--- src/rtl/hdmi_timing_gen_pkg.sv ---
// Shared constants and types for the HDMI video timing generator.
package hdmi_timing_gen_pkg;

  // Pixel word width (RGB888)
  localparam int unsigned PIX_W = 24;

  // 1080p60 timing set (148.5 MHz pixel clock)
  localparam int unsigned H1080_ACTIVE = 1920;
  localparam int unsigned H1080_FP     = 88;
  localparam int unsigned H1080_SYNC   = 44;
  localparam int unsigned H1080_BP     = 148;
  localparam int unsigned V1080_ACTIVE = 1080;
  localparam int unsigned V1080_FP     = 4;
  localparam int unsigned V1080_SYNC   = 5;
  localparam int unsigned V1080_BP     = 36;

  // 720p60 timing set (74.25 MHz pixel clock)
  localparam int unsigned H720_ACTIVE  = 1280;
  localparam int unsigned H720_FP      = 110;
  localparam int unsigned H720_SYNC    = 40;
  localparam int unsigned H720_BP      = 220;
  localparam int unsigned V720_ACTIVE  = 720;
  localparam int unsigned V720_FP      = 5;
  localparam int unsigned V720_SYNC    = 5;
  localparam int unsigned V720_BP      = 20;

  // Raw (polarity-free) timing flags carried down the pipeline
  typedef struct packed {
    logic hs;
    logic vs;
    logic de;
    logic fs;
  } vtiming_t;

  // Pixel payload as delivered to the encoder
  typedef struct packed {
    logic [7:0] r;
    logic [7:0] g;
    logic [7:0] b;
  } rgb888_t;

  // Total period of one axis (line or frame) in counter units
  function automatic int unsigned axis_total(input int unsigned active,
                                             input int unsigned fp,
                                             input int unsigned sync,
                                             input int unsigned bp);
    return active + fp + sync + bp;
  endfunction

endpackage

--- src/rtl/video_hv_counter.sv ---
// Free-running horizontal/vertical position counters with wrap logic.
module video_hv_counter
  import hdmi_timing_gen_pkg::*;
#(
  parameter int unsigned H_TOTAL = 2200,
  parameter int unsigned V_TOTAL = 1125,
  parameter int unsigned CNT_W   = 12
) (
  input  logic             clk_i,
  input  logic             rst_ni,
  output logic [CNT_W-1:0] h_cnt_o,
  output logic [CNT_W-1:0] v_cnt_o
);

  localparam logic [CNT_W-1:0] H_LAST = CNT_W'(H_TOTAL - 1);
  localparam logic [CNT_W-1:0] V_LAST = CNT_W'(V_TOTAL - 1);

  logic [CNT_W-1:0] h_cnt_q, h_cnt_d;
  logic [CNT_W-1:0] v_cnt_q, v_cnt_d;

  // Next position: h wraps every line, v advances on h wrap and wraps per frame
  always_comb begin
    h_cnt_d = h_cnt_q + CNT_W'(1);
    v_cnt_d = v_cnt_q;
    if (h_cnt_q == H_LAST) begin
      h_cnt_d = '0;
      if (v_cnt_q == V_LAST) begin
        v_cnt_d = '0;
      end else begin
        v_cnt_d = v_cnt_q + CNT_W'(1);
      end
    end
  end

  // Position registers
  always_ff @(posedge clk_i or negedge rst_ni) begin
    if (!rst_ni) begin
      h_cnt_q <= '0;
      v_cnt_q <= '0;
    end else begin
      h_cnt_q <= h_cnt_d;
      v_cnt_q <= v_cnt_d;
    end
  end

  assign h_cnt_o = h_cnt_q;
  assign v_cnt_o = v_cnt_q;

endmodule

--- src/rtl/hdmi_timing_gen.sv ---
// Video timing generator: decodes sync/active regions from the H/V counters,
// pops the pixel FIFO one cycle per active pixel and presents syncs, DE and
// pixel data aligned three cycles after the counter position.
module hdmi_timing_gen
  import hdmi_timing_gen_pkg::*;
#(
  parameter int unsigned H_ACTIVE = H1080_ACTIVE,
  parameter int unsigned H_FP     = H1080_FP,
  parameter int unsigned H_SYNC   = H1080_SYNC,
  parameter int unsigned H_BP     = H1080_BP,
  parameter int unsigned V_ACTIVE = V1080_ACTIVE,
  parameter int unsigned V_FP     = V1080_FP,
  parameter int unsigned V_SYNC   = V1080_SYNC,
  parameter int unsigned V_BP     = V1080_BP,
  parameter logic        HS_POL   = 1'b1,
  parameter logic        VS_POL   = 1'b1,
  parameter int unsigned CNT_W    = 12
) (
  input  logic             hdmiclk,
  input  logic             hdmi_rst_n,
  output logic             rd_fifo_en,
  input  logic [PIX_W-1:0] rd_fifo_data,
  input  logic             rd_fifo_empty,
  output logic             video_hs,
  output logic             video_vs,
  output logic             video_de,
  output logic [PIX_W-1:0] video_data,
  output logic             frame_start,
  output logic             underflow
);

  localparam int unsigned H_TOTAL = axis_total(H_ACTIVE, H_FP, H_SYNC, H_BP);
  localparam int unsigned V_TOTAL = axis_total(V_ACTIVE, V_FP, V_SYNC, V_BP);

  // Region boundaries in counter units
  localparam logic [CNT_W-1:0] H_SYNC_END = CNT_W'(H_SYNC);
  localparam logic [CNT_W-1:0] H_ACT_BEG  = CNT_W'(H_SYNC + H_BP);
  localparam logic [CNT_W-1:0] H_ACT_END  = CNT_W'(H_SYNC + H_BP + H_ACTIVE);
  localparam logic [CNT_W-1:0] V_SYNC_END = CNT_W'(V_SYNC);
  localparam logic [CNT_W-1:0] V_ACT_BEG  = CNT_W'(V_SYNC + V_BP);
  localparam logic [CNT_W-1:0] V_ACT_END  = CNT_W'(V_SYNC + V_BP + V_ACTIVE);

  logic [CNT_W-1:0] h_cnt;
  logic [CNT_W-1:0] v_cnt;

  // Stage-0 decode and pipeline registers
  vtiming_t st0;
  vtiming_t s1_q, s1_d;
  vtiming_t s2_q, s2_d;

  logic     rd_fifo_en_q, rd_fifo_en_d;
  logic     video_hs_q, video_hs_d;
  logic     video_vs_q, video_vs_d;
  logic     video_de_q, video_de_d;
  rgb888_t  video_data_q, video_data_d;
  logic     frame_start_q, frame_start_d;
  logic     underflow_q, underflow_d;

  video_hv_counter #(
    .H_TOTAL (H_TOTAL),
    .V_TOTAL (V_TOTAL),
    .CNT_W   (CNT_W)
  ) u_hv_counter (
    .clk_i   (hdmiclk),
    .rst_ni  (hdmi_rst_n),
    .h_cnt_o (h_cnt),
    .v_cnt_o (v_cnt)
  );

  // Region decode from the current counter position
  always_comb begin
    st0    = '0;
    st0.hs = (h_cnt < H_SYNC_END);
    st0.vs = (v_cnt < V_SYNC_END);
    st0.de = (h_cnt >= H_ACT_BEG) && (h_cnt < H_ACT_END) &&
             (v_cnt >= V_ACT_BEG) && (v_cnt < V_ACT_END);
    st0.fs = (h_cnt == H_ACT_BEG) && (v_cnt == V_ACT_BEG);
  end

  // Next-state for the three pipeline stages and the sticky underflow flag
  always_comb begin
    s1_d          = st0;
    s2_d          = s1_q;
    rd_fifo_en_d  = st0.de;
    video_hs_d    = s2_q.hs ^ ~HS_POL;
    video_vs_d    = s2_q.vs ^ ~VS_POL;
    video_de_d    = s2_q.de;
    frame_start_d = s2_q.fs;
    video_data_d  = '0;
    if (s2_q.de) begin
      video_data_d = rgb888_t'(rd_fifo_data);
    end
    underflow_d   = underflow_q | (rd_fifo_en_q & rd_fifo_empty);
  end

  // Pipeline and output registers; syncs reset to their inactive level
  always_ff @(posedge hdmiclk or negedge hdmi_rst_n) begin
    if (!hdmi_rst_n) begin
      s1_q          <= '0;
      s2_q          <= '0;
      rd_fifo_en_q  <= 1'b0;
      video_hs_q    <= ~HS_POL;
      video_vs_q    <= ~VS_POL;
      video_de_q    <= 1'b0;
      video_data_q  <= '0;
      frame_start_q <= 1'b0;
      underflow_q   <= 1'b0;
    end else begin
      s1_q          <= s1_d;
      s2_q          <= s2_d;
      rd_fifo_en_q  <= rd_fifo_en_d;
      video_hs_q    <= video_hs_d;
      video_vs_q    <= video_vs_d;
      video_de_q    <= video_de_d;
      video_data_q  <= video_data_d;
      frame_start_q <= frame_start_d;
      underflow_q   <= underflow_d;
    end
  end

  assign rd_fifo_en  = rd_fifo_en_q;
  assign video_hs    = video_hs_q;
  assign video_vs    = video_vs_q;
  assign video_de    = video_de_q;
  assign video_data  = video_data_q;
  assign frame_start = frame_start_q;
  assign underflow   = underflow_q;

endmodule

--- config.mk ---
export PLATFORM = sky130hd
export DESIGN_NAME = hdmi_timing_gen
export DESIGN_NICKNAME = d
export VERILOG_FILES = /design/src/rtl/hdmi_timing_gen_pkg.sv /design/src/rtl/video_hv_counter.sv /design/src/rtl/hdmi_timing_gen.sv
export SDC_FILE = /design/constraint.sdc
export NUM_CORES = 1
export LEC_CHECK = 0
export ABC_AREA = 1
export CORE_MARGIN = 5
export CORE_UTILIZATION = 62
export CTS_CLUSTER_DIAMETER = 30
export DETAILED_ROUTE_END_ITERATION = 16
export DONT_BUFFER_PORTS = 1
export PLACE_DENSITY = 0.82
export SLEW_MARGIN = 20
export SYNTH_ARGS = -nofsm -noshare
export SYNTH_HDL_FRONTEND = slang
export SYNTH_SLANG_ARGS = --single-unit
--- constraint.sdc ---
create_clock -name hdmiclk -period 1.56 [get_ports hdmiclk]
set_input_delay 0.312 -clock hdmiclk [delete_from_list [all_inputs] [get_ports hdmiclk]]
set_output_delay 0.312 -clock hdmiclk [all_outputs]
set_load 0.02 [all_outputs]
Word-level counts from Yosys, hierarchy flattened
Cells that the tools add are included.
- bits in registers: 61
- bits of input ports: 27
- output and inout port bits: 30
- word-level logic and storage cells: 39
- add/sub/neg operators: 2
- magnitude comparators: 6
- equal/unequal tests: 4
- multiplexer cells: 3
- bitwise gates (word level): 2
- reductions and logical operators: 4
- operators with widths (operator ; count):
    12-bit by 1-bit adder with 12-bit output, second input constant ; 2
    12-bit 2-to-1 mux ; 2
    24-bit 2-to-1 mux ; 1
    12-bit by 11-bit == test with 1-bit output, second input constant ; 1
    12-bit == test, second input constant ; 1
    12-bit by 6-bit == test with 1-bit output, second input constant ; 1
    12-bit by 8-bit == test with 1-bit output, second input constant ; 1
    12-bit by 6-bit >= comparator with 1-bit output, second input constant ; 1
    12-bit by 8-bit >= comparator with 1-bit output, second input constant ; 1
    12-bit by 11-bit less-than comparator with 1-bit output, second input constant ; 1
    12-bit less-than comparator, second input constant ; 1
    12-bit by 3-bit less-than comparator with 1-bit output, second input constant ; 1
    12-bit by 6-bit less-than comparator with 1-bit output, second input constant ; 1
    1-bit logical AND ; 4
    1-bit AND ; 1
    1-bit bitwise OR ; 1

Depth between registers and ports, before layout
- word-level depth: 4
- mapped depth: 9
- gate-level depth less buffers: 9

Hierarchy
Synthesis repeated with hierarchy kept, for this count alone.
- cell total of the unflattened synthesis: 345
- area, all modules: 2800.2 um^2
- modules (own cells, without submodules) (module ; times used ; cells an instance ; area each (um^2) ; sequential area each (um^2)):
    video_hv_counter ; 1 ; 199 ; 1406.3 ; 600.6
    hdmi_timing_gen ; 1 ; 146 ; 1393.8 ; 925.9

Worst setup path before layout
OpenSTA, ideal clock, no wires.
- path kind: register -> register
- from: register u_hv_counter.v_cnt_q[0], in the netlist u_hv_counter.v_cnt_o[0]
- to: register u_hv_counter.v_cnt_q[8], in the netlist u_hv_counter.v_cnt_o[8]
- setup time: 0.116 ns
- data arrival time: 1.234 ns
- required time: 1.444 ns
- slack: 0.210 ns
- stages on the path, launching flop included: 9
- buffers on the path: 0
- period minus slack after synthesis: 1.350 ns
- cell sequence: dfrtp_1 ha_1 nand3_1 nor2_1 nand3_1 nand2_1 nand2_1 nand2_1 nand2_1
- longest elaborated chain between the ends: 2
- elaborated cells between the ends (all ways): 3
- those cells by class: add/sub: 1; eq/ne: 1; mux: 1
- ends and longest elaborated chain (item ; line ; source):
    start, declared ; video_hv_counter.sv:19 ; logic [CNT_W-1:0] v_cnt_q, v_cnt_d;
    start signal, assigned ; video_hv_counter.sv:42 ; v_cnt_q <= v_cnt_d;
    12-bit by 1-bit adder with 12-bit output or 12-bit by 11-bit == test with 1-bit output (tied branches) ; video_hv_counter.sv:30, video_hv_counter.sv:27 ;
    12-bit 2-to-1 mux * ; video_hv_counter.sv:27 ; if (v_cnt_q == V_LAST) begin
Mark *: on every way between the ends. The rest lies on a longest branch, timed or not.
A chain may end at the register's enable or synchronous reset.

Final worst setup path
- from: register u_hv_counter.h_cnt_q[1], in the netlist u_hv_counter.h_cnt_o[1]
- to: register u_hv_counter.v_cnt_q[10], in the netlist u_hv_counter.v_cnt_o[10]
- longest elaborated chain between the ends: 1
- ends and longest elaborated chain (item ; line ; source):
    start, declared ; video_hv_counter.sv:18 ; logic [CNT_W-1:0] h_cnt_q, h_cnt_d;
    start signal, assigned ; video_hv_counter.sv:41 ; h_cnt_q <= h_cnt_d;
    12-bit == test ; video_hv_counter.sv:25 ; if (h_cnt_q == H_LAST) begin
Every way passes these cells.

==> impl_metrics.json <==
{
  "yosysWarnings": 0,
  "place_hpwl_um": 3670,
  "synth_cell_type_count": 23,
  "max_freq_mhz": 707,
  "cts_tree": "done",
  "syn_nets": 349,
  "fin_area_um2": 3000,
  "antenna_cells": 0,
  "slew_violations": 0,
  "cts-root-buf": "clkbuf_8",
  "violations": "negative hold slack",
  "synth-edff-count": 0,
  "io_pins": 57,
  "drv_cap": 0,
  "ant_nets": 0,
  "fin_hold_ws_ns": -0.327,
  "crit_top_cell": "nand3_1",
  "required_ns": 1.82,
  "grt_usage_pct": 18.7,
  "crit_type": "register to register",
  "maxSlewHeadroom_pct": 53.4,
  "place_congestion": 0.843,
  "status": "finished, violations left",
  "ys_seq_area_share_pct": 56.1,
  "viasPerCell": 5.36,
  "synth.avg_cell_area_um2": 8.58,
  "wire_per_inst_um": 14.1,
  "dieWidth_um": 76.2,
  "critPathBufInv": 1,
  "synth_cells": 317,
  "synth_top_area_share_pct": 56.1,
  "synth_area_um2": 2720,
  "rsz0062_at_grt": "false",
  "antenna_found_initial": 0,
  "clkTransAtPathRegs_ns": 0.07,
  "switching_share_pct": 19.6,
  "drtIter0Drc": 141,
  "worstPathArrival_ns": 1.68,
  "regToRegStartpoint": "u_hv_counter.h_cnt_o[1]$_DFF_PN0_",
  "grt_pass1_wl_um": 8800,
  "start_kind": "register",
  "cts_sinks": 61,
  "layout_min_cycle_time_ns": 1.41,
  "globalRouteOverflowTotal": 0,
  "setup_viol": 0,
  "r2r_cells": 6,
  "yosysMostFrequentCell": "nand2_1",
  "startpoint": "u_hv_counter.h_cnt_o[1]$_DFF_PN0_",
  "grt_start_max_net_pins": 62,
  "crit_fanout": 15,
  "area_growth_pct": 10.4,
  "crit_path_end": "u_hv_counter.v_cnt_o[10]$_DFFE_PN0N_",
  "clock_latency_ns": 0.33,
  "dr_total_vias": 2053,
  "crit_family": "simple AND/OR/NAND/NOR gates",
  "fin_setup_tns_ns": 0,
  "cpPeakStageDelay_ns": 0.37,
  "grt_pass1_vias": 1977,
  "finalClockSkew_ns": 0.00851,
  "dieArea_um2": 5810,
  "cp_cell_sequence": "ha_1 -> nand3_1 -> nor3_4 -> buf_4 -> nand3_1 -> nand2_1",
  "cts_buffer_depth": 2,
  "ys.flop_type": "dfrtp_1",
  "combPwrFrac_pct": 0,
  "hold_violations": 61,
  "nFillCells": 303,
  "drc": 0,
  "power_frac_seq_pct": 51.2,
  "power_frac_clock_pct": 48.8,
  "vdd_drop_max_mv": 0.685,
  "htreeDepth": 3,
  "portBuffers": 0,
  "wl_um": 5380,
  "worst-path-stages": 6,
  "p_leak_nw": 1.70,
  "yosys-top-cells-area": "dfrtp_1, nand2_1, inv_1",
  "end_kind": "register",
  "start_util_pct": 63.3,
  "reg2reg_to": "u_hv_counter.v_cnt_o[10]$_DFFE_PN0N_",
  "intPower_mw": 2.48,
  "core_area_um2": 4290,
  "drive_above_1_share_pct": 9.06,
  "tightest_slew_ns": 0.699,
  "synth_common_cells": "nand2_1, dfrtp_1, inv_1",
  "nets": 358,
  "yosys.area.top_type": "dfrtp_1",
  "core.rowCount": 24,
  "p_per_area_nw_per_um2": 1030,
  "placed_cell_area_um2": 2770,
  "slowest_stage": "dfrtp_1",
  "p_sw_mw": 0.605,
  "die_h_um": 76.2,
  "period_share_pct": 90.7,
  "rrSetupSlack_ns": 0.15,
  "drtPass1Iterations": 4,
  "cts_inserted_buffers": 9,
  "synthArstFlopShare_pct": 100,
  "synth-seq-cells": 61,
  "worst_hold_path_type": "input pin to asynchronous set/reset pin"
}
[worst register-to-register path, stage by stage (launching register included)]
cell and delay (ns):
dfrtp_1 0.37, ha_1 0.19, nand3_1 0.14, nor3_4 0.25, buf_4 0.23, nand3_1 0.10
nand2_1 0.06
[registers in the layout, summed over array words and instances (netlist names), 3 cells and up]
register	count
video_data	24
s1_q	3
u_hv_counter.h_cnt_o	12
u_hv_counter.v_cnt_o	12
[repair_timing]
| action | in CTS | in global routing |
|---|---|---|
| hold endpoints to repair | 61 | 61 |
| resized for setup | 0 | 3 |
| setup endpoints to repair | 0 | 8 |
| setup buffers | 0 | 1 |
[logic make-up (layout without fill, tap and decap cells)]
family	Yosys count	count (layout)	synth area share, %
flops	61	61	56.1
compound gates	7	7	1.47
fa+ha+maj	5	5	2.30
buf+inv	59	73	8.83
simple gates	173	173	27.4
xor+xnor	12	12	3.86
[worst min path at each step]
stage	start	slack, ns	endpoint	cells past startpoint
floorplan	hdmi_rst_n	0.02	frame_start$_DFF_PN0_	0
global placement	hdmi_rst_n	0.02	video_data[13]$_DFF_PN0_	0
detailed placement	hdmi_rst_n	0.02	video_data[13]$_DFF_PN0_	0
CTS	hdmi_rst_n	-0.34	u_hv_counter.h_cnt_o[8]$_DFF_PN0_	0
global route	hdmi_rst_n	-0.35	video_data[20]$_DFF_PN0_	0
finish	hdmi_rst_n	-0.33	u_hv_counter.v_cnt_o[7]$_DFFE_PN0N_	0
[layout make-up]
| cell class | instances | area, um2 | area share, % |
|---|---|---|---|
| well taps | 52 | 65.1 | 2.17 |
| flip-flops and latches | 61 | 1530 | 50.8 |
| inverters | 52 | 195 | 6.50 |
| clock buffers | 10 | 128 | 4.25 |
| multi-input cells | 197 | 963 | 32.1 |
| repair buffers | 5 | 37.5 | 1.25 |
| clock inverters | 6 | 87.6 | 2.92 |
[per-stage QoR]
| step | power [mW] | hold WS [ns] | cells | util (%) | worst slack, ns |
|---|---|---|---|---|---|
| detailed placement | 1.61 | 0.0178 | 366 | 64.5 | 0.0535 |
| CTS | 3.11 | -0.340 | 382 | 69.5 | 0.0413 |
| finish | 3.09 | -0.327 | 383 | 69.9 | 0.145 |
| global placement | 1.61 | 0.0178 | 366 | 64.5 | 0.125 |
| global route | 3.18 | -0.352 | 383 | 69.9 | 0.00548 |
| floorplan | 1.61 | 0.0164 | 317 | - | 0.210 |
[placed cells by master, fill, tap and decap left out]
cell,n
nand2_1,90
dfrtp_1,61
inv_1,49
nor2_1,31
nand3_1,26
xor2_1,11
nor3_1,9
nand4_1,9
clkbuf_8,9
ha_1,5
buf_4,5
o21ai_0,4
nor2_2,3
inv_2,3
nor2_4,2
clkinv_2,2
clkinv_4,2
bufinv_16,2
nand2_2,1
nor3_4,1
xnor2_1,1
a21o_1,1
a21oi_1,1
a211oi_1,1
nor4_1,1
clkbuf_1,1
[layer usage]
layer,vias up,part of all wire [%],global-route usage [%]
li1,994,-,-
met4,0,1.9,6.64
met5,-,0,0
met2,90,49,30.7
met3,13,7.7,6.50
met1,956,42,22.8
[power by group through the flow]
stage	Combinational (mW)	Clock [mW]	Sequential [mW]
after floorplan	0.0000301	0	1.61
after CTS	0.0000301	1.52	1.58
after detailed placement	0.0000301	0	1.61
after global placement	0.0000301	0	1.61
final	0.0000301	1.50	1.58
after global routing	0.0000301	1.60	1.58
Note: power is estimated with default switching activity, not from simulation.
